`config.mk`:
```
export PLATFORM = sky130hd
export DESIGN_NAME = mem_arbiter_flat
export DESIGN_NICKNAME = d
export VERILOG_FILES = /design/src/rtl/cpu_types_pkg.sv /design/src/rtl/mem_arbiter_if.sv /design/src/rtl/arb_starve_ctr.sv /design/src/rtl/mem_arbiter.sv /design/src/flat_wrapper.sv
export SDC_FILE = /design/constraint.sdc
export NUM_CORES = 1
export LEC_CHECK = 0
export BUFFER_PORTS_ARGS = -buffer_cell sky130_fd_sc_hd__buf_2
export CAP_MARGIN = 20
export CORE_AREA = 3 3 104 106
export DETAILED_ROUTE_END_ITERATION = 8
export DIE_AREA = 0 0 107 109
export PLACE_DENSITY = 0.52
export SLEW_MARGIN = 10
export SYNTH_ARGS = -nofsm -noshare
export SYNTH_HDL_FRONTEND = slang
export SYNTH_SLANG_ARGS = --single-unit
```
`constraint.sdc`:
```
create_clock -name CLK -period 3.9 [get_ports CLK]
set_input_delay 0.195 -clock CLK [delete_from_list [all_inputs] [get_ports CLK]]
set_output_delay 0.195 -clock CLK [all_outputs]
set_load 0.03 [all_outputs]
```
`src/rtl/cpu_types_pkg.sv`:
```
// Shared CPU memory-side types: word, RAM status and arbiter grant state.
package cpu_types_pkg;

  typedef logic [31:0] word_t;

  typedef enum logic [1:0] {
    FREE   = 2'd0,
    BUSY   = 2'd1,
    ACCESS = 2'd2,
    ERROR  = 2'd3
  } ramstate_t;

  typedef enum logic [1:0] {
    IDLE  = 2'd0,
    DSERV = 2'd1,
    ISERV = 2'd2
  } arb_state_t;

endpackage

```
`src/rtl/mem_arbiter_if.sv`:
```
// Cache-side and RAM-side signals of the memory arbiter, grouped as one bus.
interface mem_arbiter_if;
  import cpu_types_pkg::*;

  logic      iREN;
  word_t     iaddr;
  logic      iwait;
  word_t     iload;
  logic      dREN;
  logic      dWEN;
  word_t     daddr;
  word_t     dstore;
  logic      dwait;
  word_t     dload;
  logic      ramREN;
  logic      ramWEN;
  word_t     ramaddr;
  word_t     ramstore;
  word_t     ramload;
  ramstate_t ramstate;

  // Arbiter view.
  modport slave (
    input  iREN, iaddr, dREN, dWEN, daddr, dstore, ramload, ramstate,
    output iwait, iload, dwait, dload, ramREN, ramWEN, ramaddr, ramstore
  );

  // Environment view: caches plus RAM model.
  modport master (
    output iREN, iaddr, dREN, dWEN, daddr, dstore, ramload, ramstate,
    input  iwait, iload, dwait, dload, ramREN, ramWEN, ramaddr, ramstore
  );

endinterface

```
`src/rtl/arb_starve_ctr.sv`:
```
// Saturating count of data wins while the icache waits; clear beats increment.
module arb_starve_ctr #(
  parameter int STARVE_LIMIT = 4,
  parameter int CNT_W        = 3
) (
  input  logic CLK,
  input  logic nRST,
  input  logic inc,
  input  logic clr,
  output logic sat
);

  logic [CNT_W-1:0] cnt_q;
  logic [CNT_W-1:0] cnt_d;

  assign sat = (cnt_q == CNT_W'(STARVE_LIMIT));

  always_comb begin
    cnt_d = cnt_q;
    if (clr) begin
      cnt_d = '0;
    end else if (inc && !sat) begin
      cnt_d = cnt_q + CNT_W'(1);
    end
  end

  always_ff @(posedge CLK or posedge nRST) begin
    if (nRST) begin
      cnt_q <= '0;
    end else begin
      cnt_q <= cnt_d;
    end
  end

endmodule

```
`src/rtl/mem_arbiter.sv`:
```
// Grants the single RAM port to the dcache or icache for one whole transaction;
// dcache wins unless the icache has been starved STARVE_LIMIT times.
module mem_arbiter
  import cpu_types_pkg::*;
#(
  parameter int STARVE_LIMIT = 4,
  parameter int CNT_W        = 3
) (
  input  logic          CLK,
  input  logic          nRST,
  mem_arbiter_if.slave  bus
);

  arb_state_t state_q;
  arb_state_t state_d;

  logic  d_req;
  logic  r_access;
  logic  starve_inc;
  logic  starve_clr;
  logic  starve_sat;

  logic  ram_ren;
  logic  ram_wen;
  word_t ram_addr;
  word_t ram_store;
  logic  i_wait;
  logic  d_wait;
  word_t i_load;
  word_t d_load;

  assign d_req    = bus.dREN | bus.dWEN;
  assign r_access = (bus.ramstate == ACCESS);

  // An aborted data request does not count as a completion.
  assign starve_inc = (state_q == DSERV) && d_req && r_access && bus.iREN;
  assign starve_clr = ((state_q == ISERV) && r_access) ||
                      ((state_q == IDLE) && !bus.iREN);

  arb_starve_ctr #(
    .STARVE_LIMIT (STARVE_LIMIT),
    .CNT_W        (CNT_W)
  ) u_starve_ctr (
    .CLK  (CLK),
    .nRST (nRST),
    .inc  (starve_inc),
    .clr  (starve_clr),
    .sat  (starve_sat)
  );

  always_comb begin
    state_d   = state_q;
    ram_ren   = 1'b0;
    ram_wen   = 1'b0;
    ram_addr  = '0;
    ram_store = '0;
    i_wait    = 1'b1;
    d_wait    = 1'b1;
    i_load    = '0;
    d_load    = '0;

    case (state_q)
      IDLE: begin
        if (d_req && !(bus.iREN && starve_sat)) begin
          state_d = DSERV;
        end else if (bus.iREN) begin
          state_d = ISERV;
        end
      end

      DSERV: begin
        ram_addr  = bus.daddr;
        ram_store = bus.dstore;
        d_load    = bus.ramload;
        ram_wen   = bus.dWEN;
        ram_ren   = bus.dREN && !bus.dWEN;
        if (!d_req) begin
          state_d = IDLE;
        end else if (r_access) begin
          d_wait  = 1'b0;
          state_d = IDLE;
        end
      end

      ISERV: begin
        ram_ren  = 1'b1;
        ram_addr = bus.iaddr;
        i_load   = bus.ramload;
        i_wait   = !r_access;
        if (r_access || !bus.iREN) begin
          state_d = IDLE;
        end
      end

      default: begin
        state_d = IDLE;
      end
    endcase
  end

  always_ff @(posedge CLK or posedge nRST) begin
    if (nRST) begin
      state_q <= IDLE;
    end else begin
      state_q <= state_d;
    end
  end

  assign bus.ramREN   = ram_ren;
  assign bus.ramWEN   = ram_wen;
  assign bus.ramaddr  = ram_addr;
  assign bus.ramstore = ram_store;
  assign bus.iwait    = i_wait;
  assign bus.dwait    = d_wait;
  assign bus.iload    = i_load;
  assign bus.dload    = d_load;

endmodule

```
`src/flat_wrapper.sv`:
```
// flat-port wrapper written by rule: the top's interface ports become plain ports
module mem_arbiter_flat import cpu_types_pkg::*;
#(
  parameter int STARVE_LIMIT = 4,
  parameter int CNT_W        = 3
)
  (CLK, nRST, bus_iREN, bus_iaddr, bus_dREN, bus_dWEN, bus_daddr, bus_dstore, bus_ramload, bus_ramstate, bus_iwait, bus_iload, bus_dwait, bus_dload, bus_ramREN, bus_ramWEN, bus_ramaddr, bus_ramstore);
  mem_arbiter_if bus_i ();
  input  logic CLK;
  input  logic nRST;
  input wire logic [$bits(bus_i.iREN)-1:0] bus_iREN;
  input wire logic [$bits(bus_i.iaddr)-1:0] bus_iaddr;
  input wire logic [$bits(bus_i.dREN)-1:0] bus_dREN;
  input wire logic [$bits(bus_i.dWEN)-1:0] bus_dWEN;
  input wire logic [$bits(bus_i.daddr)-1:0] bus_daddr;
  input wire logic [$bits(bus_i.dstore)-1:0] bus_dstore;
  input wire logic [$bits(bus_i.ramload)-1:0] bus_ramload;
  input wire logic [$bits(bus_i.ramstate)-1:0] bus_ramstate;
  output wire logic [$bits(bus_i.iwait)-1:0] bus_iwait;
  output wire logic [$bits(bus_i.iload)-1:0] bus_iload;
  output wire logic [$bits(bus_i.dwait)-1:0] bus_dwait;
  output wire logic [$bits(bus_i.dload)-1:0] bus_dload;
  output wire logic [$bits(bus_i.ramREN)-1:0] bus_ramREN;
  output wire logic [$bits(bus_i.ramWEN)-1:0] bus_ramWEN;
  output wire logic [$bits(bus_i.ramaddr)-1:0] bus_ramaddr;
  output wire logic [$bits(bus_i.ramstore)-1:0] bus_ramstore;
  assign bus_i.iREN = bus_iREN;
  assign bus_i.iaddr = bus_iaddr;
  assign bus_i.dREN = bus_dREN;
  assign bus_i.dWEN = bus_dWEN;
  assign bus_i.daddr = bus_daddr;
  assign bus_i.dstore = bus_dstore;
  assign bus_i.ramload = bus_ramload;
  assign bus_i.ramstate = bus_ramstate;
  assign bus_iwait = bus_i.iwait;
  assign bus_iload = bus_i.iload;
  assign bus_dwait = bus_i.dwait;
  assign bus_dload = bus_i.dload;
  assign bus_ramREN = bus_i.ramREN;
  assign bus_ramWEN = bus_i.ramWEN;
  assign bus_ramaddr = bus_i.ramaddr;
  assign bus_ramstore = bus_i.ramstore;
  mem_arbiter #(.STARVE_LIMIT(STARVE_LIMIT), .CNT_W(CNT_W)) u_core (.CLK(CLK), .nRST(nRST), .bus(bus_i));
endmodule
```
==> PnR_summary.wiki <==
{| class="wikitable"
! Metric !! Value
|-
| Worst min-delay path class || in -> reg
|-
| Leakage power total || approximately 1.9 nW
|-
| Vias in the first global route || around 2,400
|-
| Worst setup path class || reg -> out
|-
| Maximum clock rate || roughly 380 MHz
|-
| Post-cts repair resize count || 0
|-
| WL final || 8275 um
|-
| Nets || 617
|-
| Mean cell area of the mapped netlist || about 7 um^2
|-
| Maximum ir drop on the vdd rail || around 350 uV
|-
| Clock tree root buffer cell || clkbuf_8
|-
| Number of clock sinks || 5
|-
| Portion of synthesized cell area occupied by the leading cell type || 0.3937
|-
| Worst Setup Start Kind || register
|-
| Cell type with the highest aggregate area in the netlist || and2_1
|-
| Starting density of the core || 0.1563
|-
| Core Area || around 9900 um^2
|-
| Worst endpoint data arrival time || roughly 2.4 ns
|-
| Net Count, Synth || approximately 360
|-
| Multi-input gate area || roughly 1300 um^2
|-
| Cell family contributing the most delay on the critical path || buffers and inverters
|-
| Layout overhead on the synthesized area || 97.48%
|-
| Number of H-tree branching levels || 1
|-
| Tcrit/Tclk final || 0.6686
|-
| DR vias || about 2,500
|-
| Proportion of layout cells with a drive suffix above 1 || 0.5861
|-
| Worst Min Path Start || bus_iREN
|-
| Port bufs || about 270
|-
| Endpoint of the worst hold path || u_core.state_q[0]
|-
| Leading cell types in the layout, fill and taps excluded || buf_2, and2_1, a22oi_1, nor2b_1, inv_1
|-
| RD Place Congestion || 0.8390
|-
| Setup Viol. Count Final || 0
|-
| Max-slew headroom || 0.4425
|-
| First-pass GRT wire length || around 12,000 um
|-
| CP max FO || 53
|-
| Number of nets with antenna violations after detailed routing || 0
|-
| Power per standard cell area || 694.2 nW/um^2
|-
| Total track usage || 0.1250
|-
| Number of cell instances on the worst register-to-register path || 5
|-
| Sequential cell area || roughly 130 um^2
|-
| Total number of placement rows || 36
|-
| First DRT Iteration DRCs || ~180
|-
| Worst Path Required || 3.70 ns
|-
| Maximum buffer depth of the clock tree || 2
|-
| Placed wire-length estimate || around 7000 um
|-
| # fillers || about 1,100
|-
| Die Span X || between 100 and 150 um
|-
| Grt ovf || 0
|-
| Worst-skew pair later-pin latency || approximately 0.22 ns
|-
| Flop2flop setup slack || ~1.9 ns
|-
| DR vias/cell || ~4
|-
| Total chip power || 0.002113 W
|-
| Maximum Capacitance Violations || 0
|-
| Total Die Area || between 10,000 and 15,000 um^2
|-
| Biggest area contributors in the synthesized netlist || and2_1, a22oi_1, nor2b_1
|-
| Buf+Inv Stages, Crit Path || 3
|-
| DRC violations left || 0
|-
| Synthesis-stage register bit count || 5
|-
| Count of cells along the worst hold path || 4
|-
| Share of the yosys chip area belonging to registers || 0.08117
|-
| Count of final hold-check violations || 0
|-
| DIE HEIGHT || roughly 110 um
|-
| Clock slew at the register clock pins of the worst setup and hold paths || around 0.04 ns
|-
| IO Count || around 270
|-
| Number of slew-limit violations in the final report || 0
|-
| Post-Synthesis Cell Area || 1541 um^2
|-
| Number of synthesis warnings || 0
|-
| Number of buffers inserted to repair setup after CTS || 0
|-
| Sort of element at the end of the critical path || output pin
|-
| TNS Setup || 0 ns
|-
| Initial antenna violation count || 0
|-
| Crit path time final || ~2.6 ns
|-
| Total clock buffers created by CTS || 3
|-
| Syn Inst Count || 224
|-
| Commonest non-fill, non-tap cell in the layout || buf_2
|-
| Router iterations before antenna repair || 4
|-
| Status || finished clean
|-
| Largest net degree at the start of global routing || around 70
|-
| Sequence of cells on the critical path || inv_1 > ha_2 > buf_4 > a22oi_1 > nor2b_1 > buf_2
|-
| Master of the slowest instance on the critical path || ha_2
|-
| Setup repair after global routing missed its margin || false
|-
| Worst Skew || between 0.002 and 0.0025 ns
|-
| CTS Hold Buffers Added || 1
|-
| CTS tree || done
|-
| Least-Margin Pin Slew || between 0.8 and 0.9 ns
|-
| R2R Path Start || u_core.state_q[1]
|-
| Worst R2R End || u_core.state_q[1]
|-
| Count of inserted antenna diode cells || 0
|-
| Biggest cell delay along the critical path || approximately 0.67 ns
|-
| Final routed wire length divided by cell count || roughly 14 um
|-
| Unique cell type count in the Yosys netlist || 27
|}
==> worst max-delay path by stage <==
stage                                  from               to  slack, ns  cells after the start
after global routing      u_core.state_q[1]  bus_ramaddr[31]       1.02                      6
after CTS                 u_core.state_q[1]  bus_ramaddr[10]       1.24                      6
after detailed placement  u_core.state_q[1]  bus_ramaddr[10]       1.48                      6
after global placement    u_core.state_q[0]  bus_ramaddr[28]       1.60                      5
final                     u_core.state_q[1]  bus_ramaddr[10]       1.29                      6
after floorplan           u_core.state_q[0]  bus_ramaddr[18]       2.16                      6
==> through the flow <==
step                instance area (um^2)  std cells    util  hold slack (ns)  worst slack [ns]
finish                              3044        609  0.3086           0.3649             1.292
floorplan                           1541        224       -         -0.02648             2.160
global route                        3044        609  0.3086           0.4133             1.022
CTS                                 3017        608  0.3058           0.3556             1.242
detailed placement                  2962        603  0.3002           0.1005             1.478
global placement                    2962        603  0.3002          0.09466             1.600
==> metal layers <==
metal,global-route usage,share of wire,vias up
li1,-,-,1231
met1,0.1425,0.37,1110
met2,0.2527,0.55,117
met3,0.01835,0.074,2
met4,0.01096,0.0023,0
met5,0,0,-
==> report_power, final <==
| part | switching, W | leakage (nW) | internal, W |
|---|---|---|---|
| clock | 0.0000244 | 0.0228 | 0.0000701 |
| sequential | 0.00000805 | 0.0671 | 0.0000649 |
| combinational | 0.00131 | 1.76 | 0.000634 |
| total | 0.00134 | 1.85 | 0.000769 |
==> Yosys cell counts <==
library cell / count
inv_1: 6
and2b_1: 1
buf_1: 1
ha_1: 5
and3b_1: 1
clkbuf_1: 16
xor2_1: 1
mux2i_1: 2
a21oi_2: 1
nor2_1: 4
buf_2: 3
o21a_1: 2
nand2b_4: 1
nand4_1: 1
nand3_1: 1
a22oi_1: 32
nor2b_1: 32
o32ai_2: 1
mux2_4: 1
a21boi_2: 1
and2_1: 97
dfrtp_1: 5
buf_6: 1
xnor2_1: 1
and2b_2: 1
nand2_1: 5
a31oi_1: 1
==> registers in the layout, indices dropped and copies added (netlist names) <==
register	count
u_core.u_starve_ctr.cnt_q	3
u_core.state_q	2
==> cell families (layout without fill, tap and decap cells) <==
family,after synthesis,in the layout,share of synthesized area
flops,5,5,0.08117
mux,3,3,0.02272
buf+inv,27,279,0.07305
xor+xnor,2,2,0.01137
compound gates,38,38,0.1932
fa+ha+maj,5,5,0.04058
simple gates,144,144,0.5779
==> final cells by class <==
class,count,area share
well taps,133,0.05467
clock buffers,4,0.01480
flip-flops and latches,5,0.04110
inverters,6,0.007398
multi-input cells,192,0.4299
repair buffers,269,0.4521
==> worst register-to-register path: stages, from the launching register on <==
cell	delay (ns)
dfrtp_1	0.39
inv_1	0.09
ha_2	0.67
o21a_1	0.30
a21oi_2	0.11
mux2_4	0.30
Note: power is estimated with default switching activity, not from simulation.
